## src/rtl/mcp3008_spi_responder.sv

```systemverilog
// MCP3004/3008-style SPI target: oversamples sclk/cs_n/din, decodes the start/SGL/D2..D0
// command and shifts back NULL_BITS zeros followed by a 10-bit sample from ch_data.
module mcp3008_spi_responder #(
  parameter int CHANNELS        = 8,
  parameter int SYNC_STAGES     = 2,
  parameter int DIN_SAMPLE_FALL = 0,
  parameter int NULL_BITS       = 1
) (
  input  logic                    clk,
  input  logic                    rst_n,
  input  logic                    sclk,
  input  logic                    cs_n,
  input  logic                    din,
  output logic                    dout,
  output logic                    dout_oe,
  input  logic [10*CHANNELS-1:0]  ch_data,
  output logic                    cmd_sgl,
  output logic [2:0]              cmd_ch,
  output logic [9:0]              sample_value,
  output logic                    frame_done,
  output logic                    frame_abort
);

  localparam int         CH_W      = (CHANNELS == 4) ? 2 : 3;
  localparam logic [3:0] NULL_LAST = 4'(NULL_BITS - 1);

  typedef enum logic [2:0] {
    S_IDLE, S_WAIT_START, S_CMD, S_SAMPLE, S_SHIFT, S_DONE
  } state_t;

  logic [SYNC_STAGES-1:0] sclk_sync_q, sclk_sync_d;
  logic [SYNC_STAGES-1:0] cs_sync_q, cs_sync_d;
  logic [SYNC_STAGES-1:0] din_sync_q, din_sync_d;
  logic                   sclk_prev_q, sclk_prev_d;

  state_t     state_q, state_d;
  logic [3:0] cnt_q, cnt_d;
  logic [2:0] cmd_sr_q, cmd_sr_d;
  logic       dout_q, dout_d;
  logic       dout_oe_q, dout_oe_d;
  logic       cmd_sgl_q, cmd_sgl_d;
  logic [2:0] cmd_ch_q, cmd_ch_d;
  logic [9:0] sample_q, sample_d;
  logic       frame_done_q, frame_done_d;
  logic       frame_abort_q, frame_abort_d;

  logic       sclk_s, cs_s, din_s;
  logic       sclk_rise, sclk_fall, cap;
  logic [9:0] ch_arr [CHANNELS];
  logic [9:0] ch_sel;

  always_comb begin
    sclk_sync_d = {sclk_sync_q[SYNC_STAGES-2:0], sclk};
    cs_sync_d   = {cs_sync_q[SYNC_STAGES-2:0], cs_n};
    din_sync_d  = {din_sync_q[SYNC_STAGES-2:0], din};
    sclk_s      = sclk_sync_q[SYNC_STAGES-1];
    cs_s        = cs_sync_q[SYNC_STAGES-1];
    din_s       = din_sync_q[SYNC_STAGES-1];
    sclk_prev_d = sclk_s;
    sclk_rise   = sclk_s & ~sclk_prev_q;
    sclk_fall   = ~sclk_s & sclk_prev_q;
    cap         = (DIN_SAMPLE_FALL != 0) ? sclk_fall : sclk_rise;
  end

  always_comb begin
    for (int k = 0; k < CHANNELS; k++) ch_arr[k] = ch_data[10*k +: 10];
    ch_sel = ch_arr[cmd_ch_q[CH_W-1:0]];
  end

  // State register, synchronizers and registered outputs
  always_ff @(posedge clk or negedge rst_n) begin
    if (!rst_n) begin
      sclk_sync_q   <= '0;
      cs_sync_q     <= '1;
      din_sync_q    <= '0;
      sclk_prev_q   <= 1'b0;
      state_q       <= S_IDLE;
      cnt_q         <= '0;
      cmd_sr_q      <= '0;
      dout_q        <= 1'b0;
      dout_oe_q     <= 1'b0;
      cmd_sgl_q     <= 1'b0;
      cmd_ch_q      <= '0;
      sample_q      <= '0;
      frame_done_q  <= 1'b0;
      frame_abort_q <= 1'b0;
    end else begin
      sclk_sync_q   <= sclk_sync_d;
      cs_sync_q     <= cs_sync_d;
      din_sync_q    <= din_sync_d;
      sclk_prev_q   <= sclk_prev_d;
      state_q       <= state_d;
      cnt_q         <= cnt_d;
      cmd_sr_q      <= cmd_sr_d;
      dout_q        <= dout_d;
      dout_oe_q     <= dout_oe_d;
      cmd_sgl_q     <= cmd_sgl_d;
      cmd_ch_q      <= cmd_ch_d;
      sample_q      <= sample_d;
      frame_done_q  <= frame_done_d;
      frame_abort_q <= frame_abort_d;
    end
  end

  // Next-state: cs_n high takes priority over any sclk edge seen on the same clk
  always_comb begin
    state_d  = state_q;
    cnt_d    = cnt_q;
    cmd_sr_d = cmd_sr_q;
    if (cs_s) begin
      state_d = S_IDLE;
    end else begin
      case (state_q)
        S_IDLE: state_d = S_WAIT_START;
        S_WAIT_START: begin
          if (cap && din_s) begin
            state_d = S_CMD;
            cnt_d   = '0;
          end
        end
        S_CMD: begin
          if (cap) begin
            cmd_sr_d = {cmd_sr_q[1:0], din_s};
            cnt_d    = cnt_q + 4'd1;
            if (cnt_q == 4'd3) begin
              state_d = S_SAMPLE;
              cnt_d   = '0;
            end
          end
        end
        S_SAMPLE: begin
          if (sclk_fall) begin
            if (cnt_q == NULL_LAST) begin
              state_d = S_SHIFT;
              cnt_d   = 4'd9;
            end else begin
              cnt_d = cnt_q + 4'd1;
            end
          end
        end
        S_SHIFT: begin
          if (sclk_fall) begin
            if (cnt_q == 4'd0) state_d = S_DONE;
            else               cnt_d   = cnt_q - 4'd1;
          end
        end
        default: ;
      endcase
    end
  end

  // Outputs: dout only changes on detected sclk falls so the master sees it stable at its rise
  always_comb begin
    dout_d        = dout_q;
    dout_oe_d     = dout_oe_q;
    cmd_sgl_d     = cmd_sgl_q;
    cmd_ch_d      = cmd_ch_q;
    sample_d      = sample_q;
    frame_done_d  = 1'b0;
    frame_abort_d = 1'b0;
    if (cs_s) begin
      dout_d        = 1'b0;
      dout_oe_d     = 1'b0;
      frame_abort_d = (state_q == S_CMD) || (state_q == S_SAMPLE) || (state_q == S_SHIFT);
    end else begin
      case (state_q)
        S_IDLE: begin
          dout_d    = 1'b0;
          dout_oe_d = 1'b1;
        end
        S_CMD: begin
          if (cap && (cnt_q == 4'd3)) begin
            cmd_sgl_d = cmd_sr_q[2];
            cmd_ch_d  = {((CHANNELS == 4) ? 1'b0 : cmd_sr_q[1]), cmd_sr_q[0], din_s};
          end
        end
        S_SAMPLE: begin
          if (sclk_fall) begin
            dout_d = 1'b0;
            if (cnt_q == 4'd0) sample_d = ch_sel;
          end
        end
        S_SHIFT: begin
          if (sclk_fall) begin
            dout_d       = sample_q[cnt_q];
            frame_done_d = (cnt_q == 4'd0);
          end
        end
        S_DONE: begin
          if (sclk_fall) dout_d = 1'b0;
        end
        default: ;
      endcase
    end
  end

  assign dout         = dout_q;
  assign dout_oe      = dout_oe_q;
  assign cmd_sgl      = cmd_sgl_q;
  assign cmd_ch       = cmd_ch_q;
  assign sample_value = sample_q;
  assign frame_done   = frame_done_q;
  assign frame_abort  = frame_abort_q;

endmodule

```

## config.mk

```make
export PLATFORM = sky130hd
export DESIGN_NAME = mcp3008_spi_responder
export DESIGN_NICKNAME = d
export VERILOG_FILES = /design/src/rtl/mcp3008_spi_responder.sv
export SDC_FILE = /design/constraint.sdc
export NUM_CORES = 1
export LEC_CHECK = 0
export BUFFER_PORTS_ARGS = -buffer_cell sky130_fd_sc_hd__buf_2
export CAP_MARGIN = 25
export CORE_ASPECT_RATIO = 2
export CORE_MARGIN = 5
export CORE_UTILIZATION = 43
export DETAILED_ROUTE_END_ITERATION = 10
export PLACE_DENSITY = 0.85
export SYNTH_ARGS = -nofsm -noshare
export SYNTH_HDL_FRONTEND = slang
export SYNTH_SLANG_ARGS = --single-unit
export TNS_END_PERCENT = 30
```

## constraint.sdc

```tcl
create_clock -name clk -period 2.1 [get_ports clk]
set_clock_uncertainty 0.2 [all_clocks]
set_input_delay 0.42 -clock clk [delete_from_list [all_inputs] [get_ports clk]]
set_output_delay 0.42 -clock clk [all_outputs]
set_load 0.02 [all_outputs]
```

==> metrics.md <==
| Metric | Value |
|---|---|
| Outcome | finished, violations left |
| Failing checks | negative hold slack |
| Layout net count | slightly below 400 |
| Total Negative Setup Slacks | 0 ns |
| Worst hold-check path type | input pin to asynchronous set/reset pin |
| Nature of the critical path endpoint | register |
| Number of DRC violations after detailed routing | 0 |
| Post CTS Setup Buffer Count | 0 |
| First-pass GRT wire length | approximately 10 mm |
| Count of antenna diodes in the layout | 0 |
| IO Pins | 103 |
| Flop-to-flop setup slack | just under 0.09 ns |
| Peak supply drop | about 460 uV |
| Vias per cell | 5.765 |
| Number of violations of the max-capacitance limit | 0 |
| Flop and latch count out of synthesis | 35 |
| Maximum buffer depth of the clock tree | 2 |
| Top Family by Delay on Critical Path | simple AND/OR/NAND/NOR gates |
| Largest fanout of any net on the critical path | 5 |
| Peak Freq | 497.3 MHz |
| Maximum number of pins on one net before global-route repair | 36 |
| Final RePlAce weighted congestion | ~0.90 |
| Mean routed wirelength per cell | approximately 17 um |
| Final period util | a little over nine tenths |
| Post-synthesis cell type count | 45 |
| Relative area change from synthesis to final layout | 35.00% |
| Series of cell instances along the critical path | inv_6 -> nand2_2 -> or4_4 -> or2_4 -> mux2_4 |
| Worst path buffer plus inverter count | 1 |
| Fraction of layout instances using a drive strength above 1 | 56.11% |
| Final Routed Wirelength | 6.179 mm |
| Data arrival time of the worst path | 1.99 ns |
| DR vias | 2081 |
| Post-layout minimum cycle time | 2.011 ns |
| Critical-path top delay cell | sky130_fd_sc_hd__or4_4 |
| Hold_buf cts | 0 |
| Count of TritonRoute iterations in the first routing pass | 4 |
| Commonest non-fill, non-tap cell in the layout | sky130_fd_sc_hd__buf_2 |
| All-Layer GR Usage | between 10% and 20% |
| HPWL reported at the end of detailed placement | 5.154 mm |
| Highest-count cells in the layout ignoring fill and taps | sky130_fd_sc_hd__buf_2 (102), sky130_fd_sc_hd__dfrtp_1 (32), sky130_fd_sc_hd__mux4_2 (22), sky130_fd_sc_hd__nand2_1 (18), sky130_fd_sc_hd__o21ai_0 (18) |
| Die Span Y | roughly 110 um |
| Critical path data required time | 2.08 ns |
| Die width | 61.13 um |
| Final hold violation count | 2 |
| Number of global-route vias before repair | 2320 |
| Min Hold Slack | -0.004915 ns |
| Buffer type at the clock tree root | sky130_fd_sc_hd__clkbuf_8 |
| Filler cell count in the final layout | 422 |
| Max-slew violation total from the final report | 0 |
| Most instantiated flip-flop cell in the synthesis netlist | sky130_fd_sc_hd__dfrtp_1 |
| Power density cells | 884.1 nW/um2 |
| Core Footprint | around 5100 um2 |
| Reg clk slew, reported paths | 0.08 ns |
| Sequential-to-total area share from yosys stat | 39.07% |
| DRC marker count from the first detailed-route iteration | 58 |
| Cell row count | 37 |
| Finished Cell Area | between 3000 and 4000 um2 |
| Clock sink total | 35 |
| Relative slew margins | 48.45% |
| Stage delay of the slowest cell on the critical path | a little under 0.5 ns |
| Post-cts resize count | 0 |
| Net count after synthesis | about 280 |
| Port bufs | 102 |
| Category of the critical setup timing path | register to register |
| Count of nets left with antenna violations after detail routing | 0 |
| Type of origin of the critical path | register |
| Worst-skew pair later-pin latency | between 0.2 and 0.3 ns |
| RSZ-0062 raised after global routing | no |
| Clock buffers created by TritonCTS | 5 |
| Post-synth EDFFs | 0 |
| Share of synthesized registers carrying an async set or reset | 100.0% |
| Htree depth | 2 |
| Total number of yosys warnings | 0 |
| Die ar. | 6862 um2 |
| Number of antenna violations at the first check in global routing | 0 |
| GR Overflow Total | 0 |
| Effective utilization at floorplan | 43.75% |
| Cell leakage power | 1.374 nW |
| Finish-stage setup viols | 0 |
| Average cell area after synthesis | 11.71 um2 |
| Area of the mapped netlist | between 2000 and 2500 um2 |
| Worst slew pin tran | 0.7732 ns |
| Cells after synthesis | 192 |
| Placed Area | 2895 um2 |
| TritonCTS clock tree | done |
[flip-flops by register name (all words and copies together) (netlist names), 2 cells and up]
name          count
cs_sync_q         2
sclk_sync_q       2
cmd_sr_q          3
sample_value     10
cmd_ch            3
din_sync_q        2
state_q           3
cnt_q             4
[synthesized netlist by cell type (3+ instances only)]
cell | instances | area (um2)
sky130_fd_sc_hd__mux2_4 | 4 | 60.06
sky130_fd_sc_hd__mux2i_1 | 11 | 110.1
sky130_fd_sc_hd__nand2b_1 | 5 | 31.28
sky130_fd_sc_hd__buf_6 | 3 | 33.78
sky130_fd_sc_hd__inv_1 | 4 | 15.01
sky130_fd_sc_hd__o21ai_0 | 18 | 90.09
sky130_fd_sc_hd__o21bai_1 | 3 | 22.52
sky130_fd_sc_hd__mux2_2 | 3 | 33.78
sky130_fd_sc_hd__mux4_2 | 22 | 495.5
sky130_fd_sc_hd__nand2_1 | 18 | 67.56
sky130_fd_sc_hd__nor3_1 | 3 | 15.01
sky130_fd_sc_hd__a21oi_1 | 9 | 45.04
sky130_fd_sc_hd__buf_2 | 5 | 25.02
sky130_fd_sc_hd__clkbuf_1 | 8 | 30.03
sky130_fd_sc_hd__nor2_1 | 10 | 37.54
sky130_fd_sc_hd__dfrtp_1 | 33 | 825.8
[stage by stage]
step	hold slack, ns	total power [mW]	setup WS [ns]	util, %	std cells
6_report	-0.004915	2.684	0.08912	59.07	361
5_1_grt	0.008067	2.874	0.01563	59.07	361
4_1_cts	0.008160	2.627	0.02067	58.36	361
3_5_place_dp	0.1362	2.082	0.01106	56.34	353
3_3_place_gp	0.1335	2.037	0.07369	56.34	353
2_1_floorplan	-0.07559	1.663	0.006697	-	192
[worst paths after layout]
check	start	endpoint	depth (start not counted)
max in group asynchronous	rst_n	state_q[1]$_DFFE_PN0P_	1
min in group clk	cs_n	cs_sync_q[0]$_DFF_PN1_	1
hold reg to reg	sclk_sync_q[0]$_DFF_PN0_	sclk_sync_q[1]$_DFF_PN0_	0
setup reg to reg	state_q[2]$_DFFE_PN0P_	cmd_ch[1]$_DFFE_PN0P_	5
setup / recovery	state_q[2]$_DFFE_PN0P_	cmd_ch[1]$_DFFE_PN0P_	5
hold / removal	rst_n	din_sync_q[1]$_DFF_PN0_	1
[per-layer routing]
layer	GRT usage, %	share of wire, %	vias up
li1	-	-	943
met1	20.02	33	1001
met2	33.73	55	109
met3	3.107	6.1	28
met4	13.89	5.8	0
met5	0	0	-
[report_power, final]
group | switching [mW] | internal (mW)
Clock | 0.246 | 0.298
Sequential | 0.114 | 0.810
Combinational | 0.647 | 0.568
[logic make-up (layout without fill, tap and decap cells)]
| logic type | count (synthesis) | after routing | share of synthesized area, % |
|---|---|---|---|
| buffers and inverters | 21 | 132 | 5.008 |
| muxes | 40 | 40 | 31.11 |
| DFF | 35 | 35 | 39.07 |
| AOI/OAI and AO/OA | 44 | 44 | 12.30 |
| and+or+nand+nor | 50 | 50 | 11.41 |
| adders and majority gates | 2 | 2 | 1.113 |
[final cells by class]
| cell class | instances | area [um2] | share of cell area, % |
|---|---|---|---|
| clock inverters | 1 | 7.507 | 0.2473 |
| flip-flops and latches | 35 | 879.6 | 28.98 |
| clock buffers | 7 | 96.34 | 3.174 |
| well taps | 58 | 72.57 | 2.391 |
| inverters | 5 | 23.77 | 0.7832 |
| repair buffers | 119 | 666.9 | 21.97 |
| multi-input cells | 136 | 1289 | 42.46 |
Note: power is estimated with default switching activity, not from simulation.
